===== config.mk =====
export PLATFORM = sky130hd
export DESIGN_NAME = fmap_stream_tx
export DESIGN_NICKNAME = d
export VERILOG_FILES = /design/src/rtl/fmap_pkg.sv /design/src/rtl/fmap_idx_counter.sv /design/src/rtl/fmap_stream_tx.sv
export SDC_FILE = /design/constraint.sdc
export NUM_CORES = 1
export LEC_CHECK = 0
export CAP_MARGIN = 20
export CORE_MARGIN = 5
export CORE_UTILIZATION = 53
export CTS_CLUSTER_DIAMETER = 40
export CTS_CLUSTER_SIZE = 16
export DETAILED_ROUTE_END_ITERATION = 8
export PLACE_DENSITY = 0.85
export SLEW_MARGIN = 25
export SYNTH_ARGS = -nofsm -noshare
export SYNTH_HDL_FRONTEND = slang
export SYNTH_SLANG_ARGS = --single-unit

===== constraint.sdc =====
create_clock -name clk -period 17 [get_ports clk]
set_input_delay 1.7 -clock clk [delete_from_list [all_inputs] [get_ports clk]]
set_output_delay 1.7 -clock clk [all_outputs]
set_load 0.05 [all_outputs]

===== src/rtl/fmap_pkg.sv =====
// Shared definitions for the feature-map stream transmitter: word width,
// FSM state encoding and a width helper for index ports.
package fmap_pkg;

  localparam int DATA_WIDTH = 16;

  typedef enum logic [0:0] {
    IDLE = 1'b0,
    SEND = 1'b1
  } state_t;

  // Index ports never collapse to zero bits, even for a single channel/word.
  function automatic int clog2_min1(input int value);
    return (value > 1) ? $clog2(value) : 1;
  endfunction

endpackage


===== src/rtl/fmap_idx_counter.sv =====
// Word index counter with wrap on the final word, plus optional channel
// tracking (built only when FMAP_STREAM_TX_CHLAST_EN is defined).
module fmap_idx_counter
  import fmap_pkg::*;
#(
  parameter int C = 2,
  parameter int H = 2,
  parameter int W = 2,
  localparam int N      = C * H * W,
  localparam int CNT_W  = $clog2(N) + 1,
  localparam int ADDR_W = clog2_min1(N),
  localparam int CH_W   = clog2_min1(C)
) (
  input  logic              clk,
  input  logic              reset,
  input  logic              en,
  output logic [ADDR_W-1:0] word_addr,
  output logic              word_last,
  output logic [CH_W-1:0]   ch_idx,
  output logic              ch_last
);

  logic [CNT_W-1:0] word_q, word_d;

  // Next word index: advance on each transfer, wrap after word N-1.
  always_comb begin
    word_d = word_q;
    if (en) begin
      if (word_q == CNT_W'(N - 1)) begin
        word_d = {CNT_W{1'b0}};
      end else begin
        word_d = word_q + CNT_W'(1);
      end
    end else begin
      word_d = word_q;
    end
  end

  // Word index register.
  always_ff @(posedge clk or negedge reset) begin
    if (!reset) begin
      word_q <= {CNT_W{1'b0}};
    end else begin
      word_q <= word_d;
    end
  end

  assign word_addr = word_q[ADDR_W-1:0];
  assign word_last = (word_q == CNT_W'(N - 1));

`ifdef FMAP_STREAM_TX_CHLAST_EN
  localparam int PLANE = H * W;
  localparam int PIX_W = clog2_min1(PLANE);

  logic [PIX_W-1:0] pix_q, pix_d;
  logic [CH_W-1:0]  ch_q, ch_d;

  // Position within the current plane and plane number.
  always_comb begin
    pix_d = pix_q;
    ch_d  = ch_q;
    if (en) begin
      if (pix_q == PIX_W'(PLANE - 1)) begin
        pix_d = {PIX_W{1'b0}};
        if (ch_q == CH_W'(C - 1)) begin
          ch_d = {CH_W{1'b0}};
        end else begin
          ch_d = ch_q + CH_W'(1);
        end
      end else begin
        pix_d = pix_q + PIX_W'(1);
        ch_d  = ch_q;
      end
    end else begin
      pix_d = pix_q;
      ch_d  = ch_q;
    end
  end

  // Channel tracking registers.
  always_ff @(posedge clk or negedge reset) begin
    if (!reset) begin
      pix_q <= {PIX_W{1'b0}};
      ch_q  <= {CH_W{1'b0}};
    end else begin
      pix_q <= pix_d;
      ch_q  <= ch_d;
    end
  end

  assign ch_idx  = ch_q;
  assign ch_last = (pix_q == PIX_W'(PLANE - 1));
`else
  assign ch_idx  = {CH_W{1'b0}};
  assign ch_last = 1'b0;
`endif

endmodule


===== src/rtl/fmap_stream_tx.sv =====
// Captures a flattened C x H x W FP16 feature map and streams it word by word
// over a valid/ready port. Channel sideband enabled by FMAP_STREAM_TX_CHLAST_EN.
module fmap_stream_tx
  import fmap_pkg::*;
#(
  parameter int C = 2,
  parameter int H = 2,
  parameter int W = 2
) (
  input  logic                                clk,
  input  logic                                reset,
  input  logic                                load,
  input  logic [0:C*H*W*DATA_WIDTH-1]         fmap,
  output logic                                busy,
  output logic                                load_err,
  output logic                                m_valid,
  input  logic                                m_ready,
  output logic [DATA_WIDTH-1:0]               m_data,
  output logic [clog2_min1(C)-1:0]            m_ch_idx,
  output logic                                m_ch_last,
  output logic                                m_last
);

  localparam int N      = C * H * W;
  localparam int ADDR_W = clog2_min1(N);
  localparam int CH_W   = clog2_min1(C);

  state_t                state_q, state_d;
  logic [DATA_WIDTH-1:0] buf_q [N];
  logic [DATA_WIDTH-1:0] buf_d [N];
  logic [DATA_WIDTH-1:0] m_data_q, m_data_d;
  logic                  load_err_q, load_err_d;
  logic                  busy_s, xfer_s, word_last_s, ch_last_s;
  logic [ADDR_W-1:0]     word_addr_s, nxt_addr_s;
  logic [CH_W-1:0]       ch_idx_s;

  fmap_idx_counter #(.C(C), .H(H), .W(W)) u_idx (
    .clk       (clk),
    .reset     (reset),
    .en        (xfer_s),
    .word_addr (word_addr_s),
    .word_last (word_last_s),
    .ch_idx    (ch_idx_s),
    .ch_last   (ch_last_s)
  );

  // FSM state register.
  always_ff @(posedge clk or negedge reset) begin
    if (!reset) begin
      state_q <= IDLE;
    end else begin
      state_q <= state_d;
    end
  end

  // FSM next state.
  always_comb begin
    state_d = state_q;
    case (state_q)
      IDLE:    state_d = load ? SEND : IDLE;
      SEND:    state_d = (xfer_s && word_last_s) ? IDLE : SEND;
      default: state_d = IDLE;
    endcase
  end

  // FSM outputs.
  always_comb begin
    busy_s = 1'b0;
    case (state_q)
      IDLE:    busy_s = 1'b0;
      SEND:    busy_s = 1'b1;
      default: busy_s = 1'b0;
    endcase
  end

  assign xfer_s     = busy_s && m_ready;
  assign nxt_addr_s = word_addr_s + ADDR_W'(1);

  // Capture, output word preload and ignored-load detection.
  always_comb begin
    buf_d      = buf_q;
    m_data_d   = m_data_q;
    load_err_d = 1'b0;
    case (state_q)
      IDLE: begin
        if (load) begin
          for (int k = 0; k < N; k++) begin
            buf_d[k] = fmap[k*DATA_WIDTH +: DATA_WIDTH];
          end
          m_data_d = fmap[0 +: DATA_WIDTH];
        end else begin
          m_data_d = m_data_q;
        end
      end
      SEND: begin
        load_err_d = load;
        if (xfer_s) begin
          if (word_last_s) begin
            m_data_d = {DATA_WIDTH{1'b0}};
          end else begin
            m_data_d = buf_q[nxt_addr_s];
          end
        end else begin
          m_data_d = m_data_q;
        end
      end
      default: begin
        m_data_d   = {DATA_WIDTH{1'b0}};
        load_err_d = 1'b0;
      end
    endcase
  end

  // Frame buffer holds data only; no reset needed.
  always_ff @(posedge clk) begin
    buf_q <= buf_d;
  end

  // Registered stream word and error pulse.
  always_ff @(posedge clk or negedge reset) begin
    if (!reset) begin
      m_data_q   <= {DATA_WIDTH{1'b0}};
      load_err_q <= 1'b0;
    end else begin
      m_data_q   <= m_data_d;
      load_err_q <= load_err_d;
    end
  end

  assign busy      = busy_s;
  assign m_valid   = busy_s;
  assign m_data    = m_data_q;
  assign load_err  = load_err_q;
  assign m_last    = busy_s & word_last_s;
  assign m_ch_last = busy_s & ch_last_s;
  assign m_ch_idx  = busy_s ? ch_idx_s : {CH_W{1'b0}};

endmodule


# Word-level counts from Yosys, hierarchy flattened

Index checks and enable logic that the tools add are counted.

Bits in registers: 150
Bits in latches: 0
RAM bits: 0
ROM bits: 0
Bits of input ports: 132
Output and inout bits: 22
Logic and storage cells: 38
Memories kept: 0

$add $sub $neg: 2
Multiply operators: 0
Divide/modulo/power cells: 0
$lt $le $gt $ge: 1
Eq/ne operators: 3
Shift operators: 0
Multiplexer cells: 13
Bitwise gates (word level): 3
Reduce and logical (&&, ||, !) cells: 4

Operator list:

| cell                                                            | count |
|---|---|
| 16-bit two-way mux                                              | 5 |
| 16-bit binary-select mux with 3-bit select                      | 1 |
| 16-bit one-hot mux with 2 select lines                          | 1 |
| 4-bit by 1-bit adder with 4-bit output, second input constant   | 1 |
| 4-bit by 3-bit == test with 1-bit output, second input constant | 1 |
| 4-bit >= comparator, second input constant                      | 1 |
| 4-bit two-way mux                                               | 1 |
| 3-bit inverter with 4-bit output                                | 1 |
| 1-bit one-hot mux with 2 select lines                           | 2 |
| 2-bit AND reduction                                             | 2 |
| 3-bit by 1-bit adder with 3-bit output, second input constant   | 1 |
| 1-bit two-way mux                                               | 3 |
| 1-bit logical AND                                               | 2 |
| 2-bit by 1-bit != test with 1-bit output, second input constant | 1 |
| 2-bit != test, second input constant                            | 1 |
| 1-bit AND                                                       | 1 |
| 1-bit inverter                                                  | 1 |

# Longest topological paths before layout

Depth in word-level cells: 8
Mapped depth: 7
Depth with buffers taken out: 5

# By module

From an unflattened synthesis, not the netlist that was laid out.

Cell total of the unflattened synthesis: 317
Area total of the unflattened synthesis: 6241.0 µm²

By module, submodules not included:

| module           | times used | cells each | area each (µm²) |
|---|---|---|---|
| fmap_stream_tx   | 1          | 296        | 6015.8 |
| fmap_idx_counter | 1          | 21         | 225.2 |

# Least setup slack after synthesis

No wires, ideal clock.

Path kind: in2reg
Start point: input load
End point: register m_data_q[10] (netlist: m_data[10])
Library setup time: 0.089 ns
Arrival time: 8.543 ns
Required time: 16.911 ns
Setup slack: 8.368 ns
Cell stages on the path: 7
Cell sequence: buf_4 nor2b_1 nand2b_1 clkbuf_2 buf_4 nor2_1 o221ai_2

Longest elaborated chain between the ends: 2

RTL lines:

| element                              | line                  | RTL |
|---|---|---|
| start, declared                      | fmap_stream_tx.sv:12  | `input logic load,` |
| 2-bit != test (no source line)       | --                    |  |
| 2-bit AND reduction (no source line) | --                    |  |
| end signal, assigned                 | fmap_stream_tx.sv:122 | `m_data_q <= {DATA_WIDTH{1'b0}};` |
| end signal, assigned                 | fmap_stream_tx.sv:125 | `m_data_q <= m_data_d;` |
| end, declared                        | fmap_stream_tx.sv:31  | `logic [DATA_WIDTH-1:0] m_data_q, m_data_d;` |

No other way between the ends.
A chain may end at the register's enable or synchronous reset.

# Worst setup path in the final report

Start point: register u_idx.word_q[0]
End point: output m_last

Longest elaborated chain between the ends: 2

RTL lines:

| element                                  | line                   | RTL |
|---|---|---|
| start, declared                          | fmap_idx_counter.sv:23 | `logic [CNT_W-1:0] word_q, word_d;` |
| start signal, assigned                   | fmap_idx_counter.sv:42 | `word_q <= {CNT_W{1'b0}};` |
| start signal, assigned                   | fmap_idx_counter.sv:44 | `word_q <= word_d;` |
| 4-bit by 3-bit == test with 1-bit output | fmap_idx_counter.sv:49 | `assign word_last = (word_q == CNT_W'(N - 1));` |
| 1-bit AND                                | fmap_stream_tx.sv:134  | `assign m_last = busy_s & word_last_s;` |
| end, declared                            | fmap_stream_tx.sv:21   | `output logic m_last` |

No other way between the ends.

==> out/qor.yml <==
power_and_ir_drop:
  leakagePower_nw: 2.884
  irDropWorstVdd_v: 0.00009196
  p_clk_share_pct: 26.4
  power_density_nw_per_um2: 167.0
  internal_power_uw: 923.9
  pwr-share-comb_pct: 36.9
  p_seq_share_pct: 36.7
  switching_share_pct: 33.53
  switching_power_uw: 466.0
global_routing:
  grt_pass1_vias: 3864
  gr-total-overflow: 0
  grtUsageTotal_pct: 19.64
  grt_start_max_net_pins: 70
  grt_pass1_wl_mm: 20.96
  antenna_found_initial: 0
routing:
  drtPass1Iterations: 4
  drt-total-wl_mm: 13.47
  via_count: 3462
  drtIter0Drc: 254
  via_per_inst: 5.566
  wl_per_cell_um: 21.65
  remaining_drc_errors: 0
  drtAntennaViolNets: 0
sta:
  fin_setup_tns_ns: 0
  drv_slew: 0
  skew_ns: 0.006492
  fin_crit_sh_pct: 27.78
  rsz0062_at_grt: "false"
  hold_viol_final: 0
  finalSetupViolCount: 0
  setup_slack_ns: 12.28
  maxSlewHeadroom_pct: 30.94
  finalCriticalPeriod_ns: 4.722
  fmax_mhz: 211.8
  worstMarginPinSlew_ns: 1.036
job:
  drv_cap: 0
cts:
  cts_tree: "yes"
  clk_latency_ns: 0.41
  holdBufCountCts: 0
  cts.reportedPaths.clkPinSlew_ns: 0.06
  numCtsBuffers: 17
  clockBufferDepth: 2
  cts_root_buffer: "clkbuf_16"
  cts.sinks: 150
  post_cts_buffers: 0
  cts-resized-gates: 0
  ctsHtreeMaxLevel: 4
synthesis:
  yosysTopAreaCell: "edfxtp_1"
  syn_area_per_cell_um2: 19.63
  ys_top_cells_by_count: "128 x edfxtp_1, 22 x dfrtp_1, 21 x nand2_1"
  async_flop_share_pct: 14.67
  ys_dominant_reg_cell: "edfxtp_1"
  synth_warnings: 0
  yosysMostFrequentCell: "edfxtp_1"
  ys_seq_area_share_pct: 71.53
  ys_ff_latch: 150
  synthTopCellsByArea: "edfxtp_1 63%, dfrtp_1 9.0%, mux4_2 7.3%, mux4_1 5.1%, mux2i_1 2.6%"
  synth_edf_count: 128
  ys_types: 33
  netlist_area_um2: 6143
  synth_top_area_share_pct: 62.57
  netlist_instances: 313
cells_and_area:
  multi_input_area_um2: 1613
  antennaDiodeCount: 0
  area_growth_pct: 35.48
  nets: 599
  regArea_um2: 4398
  drive_above_1_share_pct: 16.49
  nFillCells: 708
setup_path:
  critPathMaxStageDelay_ns: 0.87
  critPathKind: "reg2out"
  critPathLaunchType: "flip-flop"
  cp_slowest_cell: "dfrtp_4"
  arrival_ns: 3.02
  crit_path_end_kind: "output pin"
  path_cells: "ha_1 -> nand2_1 -> nor2_1 -> and2_1 -> clkdlybuf4s50_1"
  cp.required_ns: 15.30
  path_max_fanout: 36
die:
  ioPinCount: 154
  initial_utilization_pct: 54.03
  dieHeight_um: 117.7
  die_w_um: 117.7
  coreArea_um2: 11370
  die_area_um2: 13840
  rows: 39
run_status:
  outcome: "finished clean"
placed_design:
  hpwl_mm: 9.225
  portBuffers: 151
  gp_congestion: 0.7884
  pre_cts_ws_ns: 12.42
hold_path:
  min-delay-path-class: "reg2reg"
[path summary, 6_finish.rpt]
check / end / depth (start not counted) / start / slack, ns
worst min-delay path: u_idx.word_q[1]$_DFFE_PN0P_ / 2 / u_idx.word_q[1]$_DFFE_PN0P_ / 0.54
min in group asynchronous: m_data[7]$_DFFE_PN0P_ / 1 / reset / 1.26
max in group asynchronous: u_idx.word_q[0]$_DFFE_PN0P_ / 1 / reset / 15.35
worst max register to register: buf_q[113]$_DFFE_PP_ / 4 / state_q$_DFF_PN0_ / 14.12
worst max-delay path: m_last / 5 / u_idx.word_q[0]$_DFFE_PN0P_ / 12.28
worst min register to register: u_idx.word_q[1]$_DFFE_PN0P_ / 2 / u_idx.word_q[1]$_DFFE_PN0P_ / 0.54
[metrics by stage]
step / cells / power, mW / util (%) / hold WS [ns] / cell area (µm²)
2_1_floorplan: 314 / 0.8934 / - / 0.4759 / 6147
3_3_place_gp: 590 / 1.013 / 67.93 / 0.5134 / 7724
6_report: 622 / 1.390 / 73.20 / 0.5401 / 8323
3_5_place_dp: 590 / 1.031 / 68.06 / 0.5238 / 7739
5_1_grt: 622 / 1.452 / 73.20 / 0.5710 / 8323
4_1_cts: 622 / 1.402 / 73.25 / 0.5374 / 8328
[state kept, by name (all words and copies together), names as in the netlist]
register,cells
buf_q,128
load_err,1
u_idx.word_q,4
m_data,16
state_q,1
[placed cells by master, fill, tap and decap left out, drive strengths merged]
cell type and n:
clkdlybuf4s50 150, edfxtp 128, mux4 32, clkbuf 24, dfrtp 22, nand2 21, nor2 19, mux2i 16
a22oi 16, o221ai 16, buf 6, and2 3, nand3 3, clkinv 3, clkinvlp 3, o21ai 2
conb 2, bufinv 2, nor2b 2, a31oi 1, nand2b 1, o2bb2ai 1, xor2 1, xnor2 1
nor3 1, a21o 1, or4 1, ha 1
[critical path, delay by kind of cell, from the launching register on]
kind	cells	cell delay (ns)
buf+inv	1	0.83
flops	1	0.87
simple gates	3	0.55
fa+ha+maj	1	0.36
[routing by layer]
metal  GRT usage, %  part of all wire, %  vias to the layer above
met5              0                    0                        -
met4          5.878                  1.1                        0
met3          7.016                  6.7                       14
met2          34.26                   55                      137
met1          22.78                   37                     1729
li1               -                    -                     1582
[cell type report]
| type | instances | area share [%] |
|---|---|---|
| Timing Repair Buffer | 156 | 18.55 |
| Clock inverter | 8 | 1.173 |
| Tap cell | 143 | 2.150 |
| Clock buffer | 24 | 5.908 |
| Sequential cell | 150 | 52.84 |
| Multi-Input combinational cell | 141 | 19.38 |
[power groups by stage]
stage	clock (mW)	combinational [mW]	sequential, mW
final	0.367	0.512	0.510
after global routing	0.392	0.540	0.519
after CTS	0.374	0.517	0.511
after detailed placement	0	0.513	0.518
after global placement	0	0.500	0.512
after floorplan	0	0.331	0.563
[cells by family after synthesis]
| family | synth area share, % |
|---|---|
| simple gates | 3.503 |
| mux | 15.07 |
| fa+ha+maj | 0.2036 |
| other cells | 0.06104 |
| flops | 71.53 |
| compound gates | 6.701 |
| xor+xnor | 0.2852 |
| buf+inv | 2.648 |
(Power assumes the default switching activity.)
